$ cat config.mk
export PLATFORM = sky130hd
export DESIGN_NAME = vram_pixel_serializer
export DESIGN_NICKNAME = d
export VERILOG_FILES = /design/src/rtl/vram_pixel_serializer.sv
export SDC_FILE = /design/constraint.sdc
export NUM_CORES = 1
export LEC_CHECK = 0
export ABC_AREA = 1
export CAP_MARGIN = 20
export CELL_PAD_IN_SITES_DETAIL_PLACEMENT = 1
export CELL_PAD_IN_SITES_GLOBAL_PLACEMENT = 2
export CORE_ASPECT_RATIO = 0.6
export CORE_MARGIN = 2
export CORE_UTILIZATION = 33
export DETAILED_ROUTE_END_ITERATION = 8
export HOLD_SLACK_MARGIN = 0.02
export PLACE_DENSITY = 0.91
export SYNTH_ARGS = -nofsm -noshare
export SYNTH_HDL_FRONTEND = slang
export SYNTH_SLANG_ARGS = --single-unit
$ cat constraint.sdc
create_clock -name clk -period 1.4 [get_ports clk]
set_input_delay 0.28 -clock clk [delete_from_list [all_inputs] [get_ports clk]]
set_output_delay 0.28 -clock clk [all_outputs]
set_load 0.05 [all_outputs]
$ cat src/rtl/vram_pixel_serializer.sv
// vram_pixel_serializer: captures 16-bit bitmap words from video RAM and
// serialises them into one 4-bit pixel per ce_pix, with blank delay.
//
// Ports:
//   clk, reset   sole clock; asynchronous active-high reset
//   ce_pix       pixel-rate clock enable; all state qualifies on it
//   LOAD_SLOT    DRAM_D holds the word fetched at the scan address
//   DRAM_D       16-bit bitmap word (4 pixels x 4 bpp)
//   LINE_START   one-ce pulse at the first pixel phase of a scanline
//   FINE         phase at which the held word moves to the shifter
//   FLIP         0: nibble [15:12] first, 1: nibble [3:0] first
//   BLANK        undelayed combined H/V blank
//   PIX          serialised pixel, forced to 0 while BLANK_OUT=1
//   BLANK_OUT    BLANK delayed by BLANK_DLY ce_pix cycles
//   UNDERRUN     sticky flag: a transfer found no fresh word held
module vram_pixel_serializer #(
  parameter int BLANK_DLY = 3
) (
  input  logic        clk,
  input  logic        reset,
  input  logic        ce_pix,
  input  logic        LOAD_SLOT,
  input  logic [15:0] DRAM_D,
  input  logic        LINE_START,
  input  logic [1:0]  FINE,
  input  logic        FLIP,
  input  logic        BLANK,
  output logic [3:0]  PIX,
  output logic        BLANK_OUT,
  output logic        UNDERRUN
);

  logic [1:0]           pcnt;
  logic [1:0]           eff;
  logic                 xfer;
  logic [15:0]          holding;
  logic [15:0]          shifter;
  logic [15:0]          shifter_nx;
  logic                 valid;
  logic [3:0]           pix_q;
  logic [3:0]           pix_nx;
  logic [BLANK_DLY-1:0] blk;

  // LINE_START realigns the phase to 0 on the very cycle it is seen.
  always_comb begin
    eff  = LINE_START ? 2'd0 : pcnt;
    xfer = (eff == FINE);
  end

  // A transfer reads the old holding word even when a load lands
  // in the same cycle; the new word waits in holding.
  always_comb begin
    pix_nx     = 4'h0;
    shifter_nx = 16'h0;
    unique case (1'b1)
      xfer && !FLIP: begin
        pix_nx     = holding[15:12];
        shifter_nx = {holding[11:0], 4'h0};
      end
      xfer && FLIP: begin
        pix_nx     = holding[3:0];
        shifter_nx = {4'h0, holding[15:4]};
      end
      !xfer && !FLIP: begin
        pix_nx     = shifter[15:12];
        shifter_nx = {shifter[11:0], 4'h0};
      end
      default: begin
        pix_nx     = shifter[3:0];
        shifter_nx = {4'h0, shifter[15:4]};
      end
    endcase
  end

  always_ff @(posedge clk or posedge reset) begin
    if (reset) begin
      pcnt     <= 2'd0;
      holding  <= 16'h0;
      shifter  <= 16'h0;
      valid    <= 1'b0;
      pix_q    <= 4'h0;
      UNDERRUN <= 1'b0;
    end else if (ce_pix) begin
      pcnt    <= eff + 2'd1;
      pix_q   <= pix_nx;
      shifter <= shifter_nx;
      if (LOAD_SLOT) begin
        holding <= DRAM_D;
      end
      if (LOAD_SLOT) begin
        valid <= 1'b1;
      end else if (xfer) begin
        valid <= 1'b0;
      end
      if (xfer && !valid) begin
        UNDERRUN <= 1'b1;
      end
    end
  end

  // Blank delay line; starts full so the screen is blank after reset.
  always_ff @(posedge clk or posedge reset) begin
    if (reset) begin
      blk <= '1;
    end else if (ce_pix) begin
      blk[0] <= BLANK;
      for (int i = 1; i < BLANK_DLY; i++) begin
        blk[i] <= blk[i-1];
      end
    end
  end

  assign BLANK_OUT = blk[BLANK_DLY-1];
  assign PIX       = BLANK_OUT ? 4'h0 : pix_q;

endmodule
==> metrics.json <==
{
  "synth-xor-area-share": {"value": 0.357, "unit": "%"},
  "num-nets-final": {"value": 373},
  "detailed_place_hpwl": {"value": 5.01, "unit": "mm"},
  "grt_first_pass_wirelength": {"value": 11.5, "unit": "mm"},
  "crit_path_slowest_cell": {"value": "sky130_fd_sc_hd__dfstp_2"},
  "worstRegToRegCells": {"value": 9},
  "area_delta_synth_final": {"value": 37.3, "unit": "%"},
  "layoutNonFillerInstCount": {"value": 453},
  "setup_viol_count_final": {"value": 1},
  "vias_after_detailed_routing": {"value": 2152},
  "critPathArrivalTime": {"value": 1.13, "unit": "ns"},
  "gr-total-overflow": {"value": 0},
  "rows": {"value": 24},
  "critical_path.cell_chain": {"value": "nor2_1 -> buf_6"},
  "final-max-slew-violation-count": {"value": 0},
  "worstSkewPairLatency": {"value": 0.29, "unit": "ns"},
  "dpl.cell_count": {"value": 443},
  "max_cap_violations": {"value": 0},
  "synthSimpleGateAreaFrac": {"value": 34.9, "unit": "%"},
  "port_buffers": {"value": 30},
  "tightestPinTransition": {"value": 0.497, "unit": "ns"},
  "tritoncts_sink_count": {"value": 43},
  "floorplan.initialDensity": {"value": 33.9, "unit": "%"},
  "report.final.hold_viol_count": {"value": 0},
  "antenna_violating_nets_post_route": {"value": 0},
  "leakage": {"value": 1.66, "unit": "nW"},
  "fp.dieW": {"value": 115, "unit": "µm"},
  "per_cell_via_count_in_the_routed_design": {"value": 4.75},
  "core-area": {"value": 7240, "unit": "µm²"},
  "synth_compound_area_share": {"value": 4.34, "unit": "%"},
  "cts.root.buffer_cell": {"value": "sky130_fd_sc_hd__clkbuf_16"},
  "run_status": {"value": "finished with violations"},
  "clkSlewWorstSetupHoldPaths": {"value": 0.06, "unit": "ns"},
  "drt_iter0_markers": {"value": 92},
  "count_of_hold_buffers_inserted_by_post_cts_repair": {"value": 0},
  "yosys.cell_types.count": {"value": 26},
  "grt_antenna_before_repair": {"value": 0},
  "cts_made_buffers": {"value": 5},
  "final_design_area_no_fill": {"value": 3370, "unit": "µm²"},
  "path_delay_family": {"value": "flip-flops"},
  "peakVddDrop": {"value": 521, "unit": "µV"},
  "cts-root-to-sink-buffers": {"value": 2},
  "crit_path_max_fanout": {"value": 6},
  "post-route-period-util": {"value": 101, "unit": "%"},
  "postSynthRegisterBits": {"value": 43},
  "rsz_0062_raised_after_global_routing": {"value": "true"},
  "total_track_usage": {"value": 18.3, "unit": "%"},
  "cp_num_cells": {"value": 2},
  "post_layout_minimum_cycle_time": {"value": 1.41, "unit": "ns"},
  "area_share_of_fa_ha_maj_cells_after_synthesis": {"value": 0, "unit": "%"},
  "largest_family_of_logic_cells_by_synthesized_area": {"value": "simple AND/OR/NAND/NOR gates"},
  "synth_mux_area_share": {"value": 5.51, "unit": "%"},
  "syn_nets": {"value": 328},
  "postSynthCellCount": {"value": 303},
  "ys_seq_area_share": {"value": 44.0, "unit": "%"},
  "yosys_warnings": {"value": 0},
  "post_synth_instance_area": {"value": 2450, "unit": "µm²"},
  "routedWlPerCell": {"value": 15.1, "unit": "µm"},
  "wl": {"value": 6.86, "unit": "mm"},
  "num-fill-cells": {"value": 855},
  "gp_congestion": {"value": 0.803},
  "crit_required": {"value": 1.12, "unit": "ns"},
  "power.density": {"value": 1230, "unit": "nW/µm²"},
  "grt_max_degree": {"value": 24},
  "io_pins": {"value": 31},
  "antenna-diode-count": {"value": 0},
  "drcViolationCount": {"value": 0},
  "dieHeight": {"value": 70.8, "unit": "µm"},
  "critical_path.max_stage_delay": {"value": 0.60, "unit": "ns"},
  "drive_gt1_share": {"value": 27.2, "unit": "%"},
  "final.setup_skew": {"value": 0.00311, "unit": "ns"},
  "failed_checks": {"value": "negative setup slack"},
  "die_area": {"value": 8160, "unit": "µm²"},
  "syn_avg_cell_area": {"value": 8.09, "unit": "µm²"},
  "instance_area_after_placement": {"value": 3070, "unit": "µm²"},
  "worst_hold_path_type": {"value": "primary input to asynchronous set/reset pin"},
  "worst_setup_path_end_kind": {"value": "primary output"},
  "setup.worst_path.start_class": {"value": "flip-flop"},
  "max_freq": {"value": 710, "unit": "MHz"},
  "critPathBufInv": {"value": 1},
  "via_count_of_the_first_global_routing_pass": {"value": 2295},
  "cts_tree": {"value": "yes"},
  "setup_slack": {"value": -0.00931, "unit": "ns"},
  "drt_pass1_iterations": {"value": 4},
  "slew_headroom": {"value": 66.7, "unit": "%"},
  "crit_type": {"value": "flip-flop to primary output"},
  "totalPowerFinal": {"value": 0.00414, "unit": "W"},
  "cts-htree-levels": {"value": 2}
}
==> worst reg2reg max path: cells and delay by family, from the launching register on <==
family        cells  cell delay (ns)
buf+inv           1             0.18
simple gates      8             0.66
flops             1             0.42
==> kinds of logic after synthesis <==
| kind of cell | after synthesis |
|---|---|
| and+or+nand+nor | 176 |
| buffers and inverters | 55 |
| DFF | 43 |
| AOI/OAI and AO/OA | 16 |
| muxes | 12 |
| xor gates and xnor gates | 1 |
==> cells in the mapped netlist <==
master                     instances  area [µm²]
sky130_fd_sc_hd__nand2_1          97         364
sky130_fd_sc_hd__dfrtp_1          40        1000
sky130_fd_sc_hd__inv_1            34         128
sky130_fd_sc_hd__nand3_1          33         165
sky130_fd_sc_hd__nand4_1          17         106
sky130_fd_sc_hd__mux2_2           12         135
sky130_fd_sc_hd__buf_2            10        50.1
sky130_fd_sc_hd__nor2_1            9        33.8
sky130_fd_sc_hd__nand3_2           8        80.1
sky130_fd_sc_hd__nand3b_1          7        52.6
sky130_fd_sc_hd__a21oi_1           5        25.0
sky130_fd_sc_hd__o21ai_0           5        25.0
sky130_fd_sc_hd__o21ai_2           5        43.8
sky130_fd_sc_hd__buf_6             3        33.8
sky130_fd_sc_hd__clkbuf_1          3        11.3
sky130_fd_sc_hd__dfstp_2           3        78.8
sky130_fd_sc_hd__buf_4             2        15.0
sky130_fd_sc_hd__nand2_4           2        22.5
sky130_fd_sc_hd__buf_1             1        3.75
sky130_fd_sc_hd__buf_12            1        20.0
sky130_fd_sc_hd__inv_2             1        3.75
sky130_fd_sc_hd__nand2_2           1        6.26
sky130_fd_sc_hd__nand2_8           1        20.0
sky130_fd_sc_hd__nor2_2            1        6.26
sky130_fd_sc_hd__o31ai_2           1        12.5
sky130_fd_sc_hd__xor2_1            1        8.76
==> power breakdown <==
group	total [W]	internal [W]	switching, W
Combinational	0.00115	0.000519	0.000628
Sequential	0.00159	0.00144	0.000152
Clock	0.00140	0.000888	0.000510
Total	0.00414	0.00285	0.00129
==> through the flow <==
step	TNS (ns)	util (%)	setup slack, ns	hold slack (ns)
final	-0.00931	46.5	-0.00931	0.265
after CTS	-0.0401	45.8	-0.0191	0.276
after global routing	-0.733	46.5	-0.0596	0.310
after global placement	-10.18	42.4	-0.346	0.435
after floorplan	-0.121	-	-0.0304	0.371
after detailed placement	-11.68	42.4	-0.418	0.451
==> placed cells by master (no fill, tap or decap), types with 3 or more instances in the layout <==
cell type,n
sky130_fd_sc_hd__nand2_1,87
sky130_fd_sc_hd__dfrtp_1,40
sky130_fd_sc_hd__inv_1,32
sky130_fd_sc_hd__nand3_1,27
sky130_fd_sc_hd__clkdlybuf4s50_1,21
sky130_fd_sc_hd__nand4_1,17
sky130_fd_sc_hd__buf_4,15
sky130_fd_sc_hd__nand3_2,14
sky130_fd_sc_hd__mux2_2,12
sky130_fd_sc_hd__nand2_2,11
sky130_fd_sc_hd__buf_12,11
sky130_fd_sc_hd__nor2_1,8
sky130_fd_sc_hd__nand3b_1,7
sky130_fd_sc_hd__a21oi_1,5
sky130_fd_sc_hd__o21ai_2,5
sky130_fd_sc_hd__clkbuf_16,5
sky130_fd_sc_hd__buf_6,5
sky130_fd_sc_hd__o21ai_0,4
sky130_fd_sc_hd__dfstp_2,3
sky130_fd_sc_hd__dlygate4sd2_1,3
==> flip-flops by register name, summed over array words and instances (netlist names) <==
| name | cells |
|---|---|
| UNDERRUN | 1 |
| blk | 3 |
| holding | 16 |
| pcnt | 2 |
| pix_q | 4 |
| shifter | 16 |
| valid | 1 |
==> area by class of cell <==
class / count / area (µm²) / share of cell area, %
Multi-Input combinational cell: 205 / 1170 / 34.7
Sequential cell: 43 / 1080 / 32.1
Timing Repair Buffer: 58 / 683 / 20.3
Clock buffer: 6 / 139 / 4.12
Inverter: 35 / 131 / 3.90
Tap cell: 104 / 130 / 3.86
Clock inverter: 2 / 35.0 / 1.04
==> final timing paths <==
kind                       slack, ns        from         end
setup reg to reg                0.02     pcnt[1]  shifter[5]
hold reg to reg                 0.46       valid    UNDERRUN
max in group asynchronous       0.69       reset  holding[7]
hold / removal                  0.26       reset  shifter[9]
min in group clk                0.32  LINE_START     pcnt[1]
setup / recovery              -0.009      blk[2]      PIX[0]
==> repair_timing <==
action	CTS	global route
cloned	1	0
pin swaps	5	16
resized for setup	16	17
buffers inserted	1	0
endpoints found under the setup margin	24	21
==> metal layers <==
metal | global-route usage (%) | routed length (µm) | vias to the layer above
met1 | 24.8 | 3440 | 1059
met3 | 4.03 | 193 | 6
li1 | - | - | 1065
met5 | 0 | 0 | -
met2 | 30.3 | 3170 | 22
met4 | 3.88 | 48 | 0
Power figures use the tool's default switching activity.
